$ cat config.mk
export PLATFORM = sky130hd
export DESIGN_NAME = bus_rr_arbiter
export DESIGN_NICKNAME = d
export VERILOG_FILES = /design/src/rtl/bus_arb_pkg.sv /design/src/rtl/bus_rr_arbiter_rr_pick.sv /design/src/rtl/bus_rr_arbiter.sv
export SDC_FILE = /design/constraint.sdc
export NUM_CORES = 1
export LEC_CHECK = 0
export CAP_MARGIN = 15
export CORE_MARGIN = 2
export CORE_UTILIZATION = 30
export CTS_CLUSTER_DIAMETER = 50
export DETAILED_ROUTE_END_ITERATION = 7
export PLACE_DENSITY = 0.66
export SYNTH_ARGS = -nofsm -noshare
export SYNTH_HDL_FRONTEND = slang
export SYNTH_SLANG_ARGS = --single-unit
$ cat constraint.sdc
create_clock -name clk -period 1.55 [get_ports clk]
set_input_delay 0.155 -clock clk [delete_from_list [all_inputs] [get_ports clk]]
set_output_delay 0.155 -clock clk [all_outputs]
set_load 0.01 [all_outputs]
$ cat src/rtl/bus_arb_pkg.sv
// Shared constants and types for the four-way round-robin bus arbiter.
package bus_arb_pkg;

  localparam int NUM_REQ = 4;
  localparam int SEL_W   = 2;

  // After reset the pointer sits on the last index so requester 0 wins first.
  localparam logic [SEL_W-1:0] LAST_RST = 2'd3;

  typedef enum logic {
    ARB_IDLE,
    ARB_GRANT
  } arb_state_t;

  function automatic logic [NUM_REQ-1:0] idx_to_onehot(input logic [SEL_W-1:0] idx);
    return NUM_REQ'(1) << idx;
  endfunction

endpackage

$ cat src/rtl/bus_rr_arbiter_rr_pick.sv
// Combinational round-robin picker: first eligible request after last, modulo NUM_REQ.
module rr_pick
  import bus_arb_pkg::*;
(
  input  logic [NUM_REQ-1:0] elig_i,
  input  logic [SEL_W-1:0]   last_i,
  output logic [SEL_W-1:0]   idx_o,
  output logic               vld_o
);

  logic [SEL_W-1:0] cand;

  // Walk from furthest to nearest so the nearest eligible index is written last.
  always_comb begin
    idx_o = '0;
    vld_o = 1'b0;
    cand  = '0;
    for (int k = NUM_REQ; k >= 1; k--) begin
      cand = last_i + SEL_W'(k);
      if (elig_i[cand]) begin
        idx_o = cand;
        vld_o = 1'b1;
      end
    end
  end

endmodule

$ cat src/rtl/bus_rr_arbiter.sv
// Round-robin owner of the shared bus select; grants are held until released.
// Optional grant watchdog compiled in with `define BUS_ARB_TIMEOUT_EN.
module bus_rr_arbiter
  import bus_arb_pkg::*;
#(
  parameter int MAX_HOLD = 16
) (
  input  logic               clk,
  input  logic               rst_n,
  input  logic [NUM_REQ-1:0] req,
  output logic [NUM_REQ-1:0] gnt,
  output logic [SEL_W-1:0]   sel,
  output logic               busy,
  output logic               timeout
);

  if (MAX_HOLD < 2 || MAX_HOLD > 255) begin : g_bad_max_hold
    $error("bus_rr_arbiter: MAX_HOLD must lie in 2..255");
  end

  arb_state_t         state_q, state_d;
  logic [SEL_W-1:0]   last_q, last_d;
  logic [NUM_REQ-1:0] gnt_q, gnt_d;
  logic [SEL_W-1:0]   sel_q, sel_d;
  logic               busy_q, busy_d;

  logic [NUM_REQ-1:0] elig;
  logic [SEL_W-1:0]   pick_idx;
  logic               pick_vld;
  logic               hold_expired;

`ifdef BUS_ARB_TIMEOUT_EN
  localparam logic [7:0] HOLD_LAST = 8'(MAX_HOLD - 1);

  logic [7:0]         hold_q, hold_d;
  logic [NUM_REQ-1:0] mask_q, mask_d;
  logic               timeout_q, timeout_d;

  assign elig         = req & ~mask_q;
  assign hold_expired = (hold_q == HOLD_LAST);
  assign timeout      = timeout_q;
`else
  assign elig         = req;
  assign hold_expired = 1'b0;
  assign timeout      = 1'b0;
`endif

  rr_pick u_pick (
    .elig_i (elig),
    .last_i (last_q),
    .idx_o  (pick_idx),
    .vld_o  (pick_vld)
  );

  always_comb begin
    state_d = state_q;
    last_d  = last_q;
    gnt_d   = gnt_q;
    sel_d   = sel_q;
    busy_d  = busy_q;
`ifdef BUS_ARB_TIMEOUT_EN
    hold_d    = hold_q;
    mask_d    = mask_q & req;
    timeout_d = 1'b0;
`endif
    case (state_q)
      ARB_IDLE: begin
        gnt_d  = '0;
        busy_d = 1'b0;
        if (pick_vld) begin
          gnt_d   = idx_to_onehot(pick_idx);
          sel_d   = pick_idx;
          busy_d  = 1'b1;
          last_d  = pick_idx;
          state_d = ARB_GRANT;
`ifdef BUS_ARB_TIMEOUT_EN
          hold_d  = '0;
`endif
        end
      end
      ARB_GRANT: begin
        if (!req[sel_q] || hold_expired) begin
          gnt_d   = '0;
          busy_d  = 1'b0;
          state_d = ARB_IDLE;
`ifdef BUS_ARB_TIMEOUT_EN
          // Owner still requesting means the watchdog revoked it; bar it until it lets go.
          if (req[sel_q]) begin
            timeout_d      = 1'b1;
            mask_d[sel_q]  = 1'b1;
          end
`endif
        end
`ifdef BUS_ARB_TIMEOUT_EN
        else begin
          hold_d = hold_q + 8'd1;
        end
`endif
      end
      default: state_d = ARB_IDLE;
    endcase
  end

  always_ff @(posedge clk or negedge rst_n) begin
    if (!rst_n) begin
      state_q <= ARB_IDLE;
      last_q  <= LAST_RST;
      gnt_q   <= '0;
      sel_q   <= '0;
      busy_q  <= 1'b0;
    end else begin
      state_q <= state_d;
      last_q  <= last_d;
      gnt_q   <= gnt_d;
      sel_q   <= sel_d;
      busy_q  <= busy_d;
    end
  end

`ifdef BUS_ARB_TIMEOUT_EN
  always_ff @(posedge clk or negedge rst_n) begin
    if (!rst_n) begin
      hold_q    <= '0;
      mask_q    <= '0;
      timeout_q <= 1'b0;
    end else begin
      hold_q    <= hold_d;
      mask_q    <= mask_d;
      timeout_q <= timeout_d;
    end
  end
`endif

  assign gnt  = gnt_q;
  assign sel  = sel_q;
  assign busy = busy_q;

endmodule

Word level (Yosys, flattened, before mapping)
Index checks and enable logic that the tools add are counted.

Shifts and indexed selects: 1. Mux-type cells: 26. Bitwise gates (word level): 1. $add $sub $neg: 3. Reductions and logical operators: 1. Equality and inequality tests: 1. $lt $le $gt $ge: 5.

Operators by type and width (count): $lt 2x3->1 const B (5); $mux 1 (12); $bmux 1 s2 (5); $mux 2 (4); $mux 4 (2); $pmux 4 s2 (1); $add 2x2->2 const B (2); $pmux 1 s2 (2); $shl 1x2->4 const A (1); $add 2x1->2 const B (1); $ne 2x2->1 const B (1); $reduce_and 2->1 (1); $not 1->1 (1).

Bits of input ports: 6. Bits in registers: 10.

Logic depth before layout (Yosys ltp)
Depth after elaboration: 9. Depth in mapped cells: 4. Depth with buffers taken out: 4.

Modules after synthesis
Synthesis repeated with hierarchy kept, for this count alone.

Cell total of the unflattened synthesis: 50. Area total of the unflattened synthesis: 506.7 um^2.

By module, submodules not included: bus_rr_arbiter (cells each 36, instances 1, area an instance 415.4 um^2); rr_pick (cells each 14, instances 1, area an instance 91.3 um^2).

Least setup slack after synthesis
Ideal clock, no wire load.

Kind: register -> register. Start point: register sel_q[1], in the netlist sel[1]. End point: register gnt_q[0], in the netlist gnt[0]. Data required time: 1.429 ns. Cell stages (with the launch flop): 4. Library setup time: 0.121 ns. Data arrival time: 1.299 ns. Path slack: 0.130 ns. Path buffers: 0. Period minus slack after synthesis: 1.420 ns. Path through: dfrtp_1 -> mux4_2 -> and2_4 -> a22o_1.

Longest elaborated chain between the ends: 3.

RTL lines: from (decl) (RTL line bus_rr_arbiter.sv:24) `logic [SEL_W-1:0] sel_q, sel_d;`; from (signal assigned) (RTL line bus_rr_arbiter.sv:115) `sel_q <= sel_d;`; $bmux 1 s2 (RTL line bus_rr_arbiter.sv:82) `if (!req[sel_q] || hold_expired) begin`; $mux 1 (implied by the code) (RTL line bus_rr_arbiter.sv:82); $ne 2x2->1 (no line); to (signal assigned) (RTL line bus_rr_arbiter.sv:114) `gnt_q <= gnt_d;`; to (decl) (RTL line bus_rr_arbiter.sv:23) `logic [NUM_REQ-1:0] gnt_q, gnt_d;`.

No other way between the ends. The select of a mux whose other input is x is not followed. A chain may end at the register's enable or synchronous reset.

Worst setup path in the final report
Same ends and word-level chain as after synthesis.

==> flow_summary.toml <==
[routing]
ant_nets = 0
wl_per_cell_um = 12.82
viasPerCell = 4.952
drc = 0
wirelength_um = 1077
dr.pass1.iters = 4
drt_iter0_markers = 9
vias = 416

[setup_path]
cp.arrival_ns = 1.60
slowest_delay_ns = 0.51
cp_slowest_cell = "mux4_2"
cp.required_ns = 1.70
crit_family = "multiplexers"
end_kind = "flip-flop"
crit_chain = "mux4_2, and2_4, a22o_1"
path_max_fanout = 6
start_kind = "flip-flop"
r2r_setup_slack_ns = 0.1
reg2reg_from = "sel[1]"
reg2regPathDepth = 3
timing.rr.end = "gnt[0]"
crit_type = "flip-flop to flip-flop"
worst-path-buf-inv = 0

[synthesis]
synth_seq_cells = 10
seq_area_frac_synth = 0.5037
synth_nets = 54
syn_area_sq_um = 501.7
avgSynthCellArea_sq_um = 10.45
syn_inst = 48
yosysUniqueCellTypes = 23
yosys_warnings = 0

[global_routing]
grt_pass1_wl_um = 1849
grt_pass1_vias = 418
gr-usage-all-layers = 0.1323
grt.overflow.total = 0
antenna_found_initial = 0
grt_start_max_net_pins = 11

[cells_and_area]
final_cells = 84
drive_gt1_frac = 0.2500
area_growth_pct = 41.15
final_area_sq_um = 708.2
final_common_cell = "clkdlybuf4s50_1"
nFillCells = 155
regArea_sq_um = 252.7
num_antenna_cells = 0
nNetsFinal = 75
final_cell_mix = "12 x clkdlybuf4s50_1, 8 x dfrtp_1, 5 x nor2_1, 5 x buf_4"
multi_input_area_sq_um = 230.2

[sta]
setup_ws_ns = 0.09914
period_minus_slack_ns = 1.451
setup_viol = 0
rsz0062_at_grt = "no"
whs_ns = 0.1981
max_freq_mhz = 689.2
maxSlewViolCount = 0
min_period_over_period = 0.9360
finalHoldViolCount = 0
fin_skew_ns = 0.0005461

[floorplan]
rows = 14
die_x_um = 44.90
initial_core_util = 0.3255
die_h_um = 44.90
die_area_sq_um = 2016
io_pins = 14
core_area_sq_um = 1541

[place]
dpl.hpwl_um = 848.6
dp.cells = 80
portBuffers = 12
placed_area_sq_um = 671.9
place_ws_ns = -0.1286
place_congestion = 0.7548

[status]
outcome = "complete, no violations"

[power]
power_density_nw_per_um2 = 1967
ir_drop_mv = 0.9608
power_mw = 1.393
leakage_nw = 0.3100

[clocking]
clk_path_buf_depth = 2
clk_pin_slew_ns = 0.07
cts-htree-levels = 1
post-cts-setup-buffers = 0
cts_hold_buf = 0
root_buffer = "clkbuf_4"
cts.sinks = 10
ctsResizeCount = 0
insertion_delay_ns = 0.26
cts_tree = "yes"
cts_buffers = 3

[worst_hold_path]
hold_path_class = "input port to async pin"

[flow_run]
max_cap_viol_count = 0
## cells by family after synthesis
| logic type | after synthesis | synth area share |
|---|---|---|
| mux | 1 | 0.04488 |
| other cells | 1 | 0.007474 |
| compound gates | 15 | 0.2219 |
| simple gates | 17 | 0.1845 |
| flops | 10 | 0.5037 |
| buf+inv | 4 | 0.03741 |
## cell usage after synthesis
library cell	instances	share of area
o21ai_0	3	0.030
a21o_2	1	0.017
nor3_1	1	0.010
nor2_1	5	0.037
a21oi_2	1	0.017
dfstp_2	2	0.10
a211o_1	1	0.017
mux4_2	1	0.045
nand2_1	3	0.022
a311oi_2	1	0.030
a21oi_1	3	0.030
and2_4	1	0.017
nor3b_1	1	0.015
a22o_1	2	0.035
conb_1	1	0.0075
o21ai_1	2	0.020
or2_1	2	0.025
or2b_1	3	0.045
buf_4	1	0.015
inv_1	3	0.022
a211oi_2	1	0.025
nor2b_1	1	0.012
dfrtp_1	8	0.40
## layer usage
layer	vias up	part of all wire	track usage
li1	208	-	-
met1	188	0.43	0.1574
met2	16	0.51	0.2174
met3	4	0.041	0.02400
met4	0	0.015	0.08824
met5	-	0	0
## worst reg2reg max path: cells and delay by family, from the launching register on
family,cells,cell delay (ns)
multiplexers,1,0.51
flip-flops,1,0.41
AO/OA/AOI/OAI,1,0.23
AND/OR/NAND/NOR,1,0.19
## registers in the layout (all words and copies together) (netlist names)
name	cells
gnt	4
last_q	2
busy	1
sel	2
state_q	1
## worst max path at each step
stage,startpoint,endpoint,slack (ns),cells after the start
3_5_place_dp,req[3],gnt[0],-0.13,6
6_report,sel[1],gnt[0],0.1,3
4_1_cts,sel[1],gnt[0],0.1,3
2_1_floorplan,sel[1],gnt[0],0.13,3
3_3_place_gp,req[1],gnt[1],-0.1,4
5_1_grt,req[3],gnt[0],0.05,6
## report_power, final
part	leakage [nW]	switching (mW)	internal, mW
Sequential	0.121	0.108	0.412
Combinational	0.168	0.269	0.370
Clock	0.0210	0.0915	0.143
Total	0.310	0.468	0.925
## area by class of cell
class / instances / share of cell area
timing repair buffer: 17 / 0.2226
clock buffer: 4 / 0.05124
tap: 16 / 0.02827
multi-input combinational: 34 / 0.3251
inverter: 3 / 0.01590
sequential: 10 / 0.3569
## stage by stage
stage	util	TNS (ns)
floorplan	-	0
global placement	0.4359	-0.4054
detailed placement	0.4359	-0.6801
CTS	0.4594	0
global route	0.4594	0
finish	0.4594	0
Power figures use the tool's default switching activity.
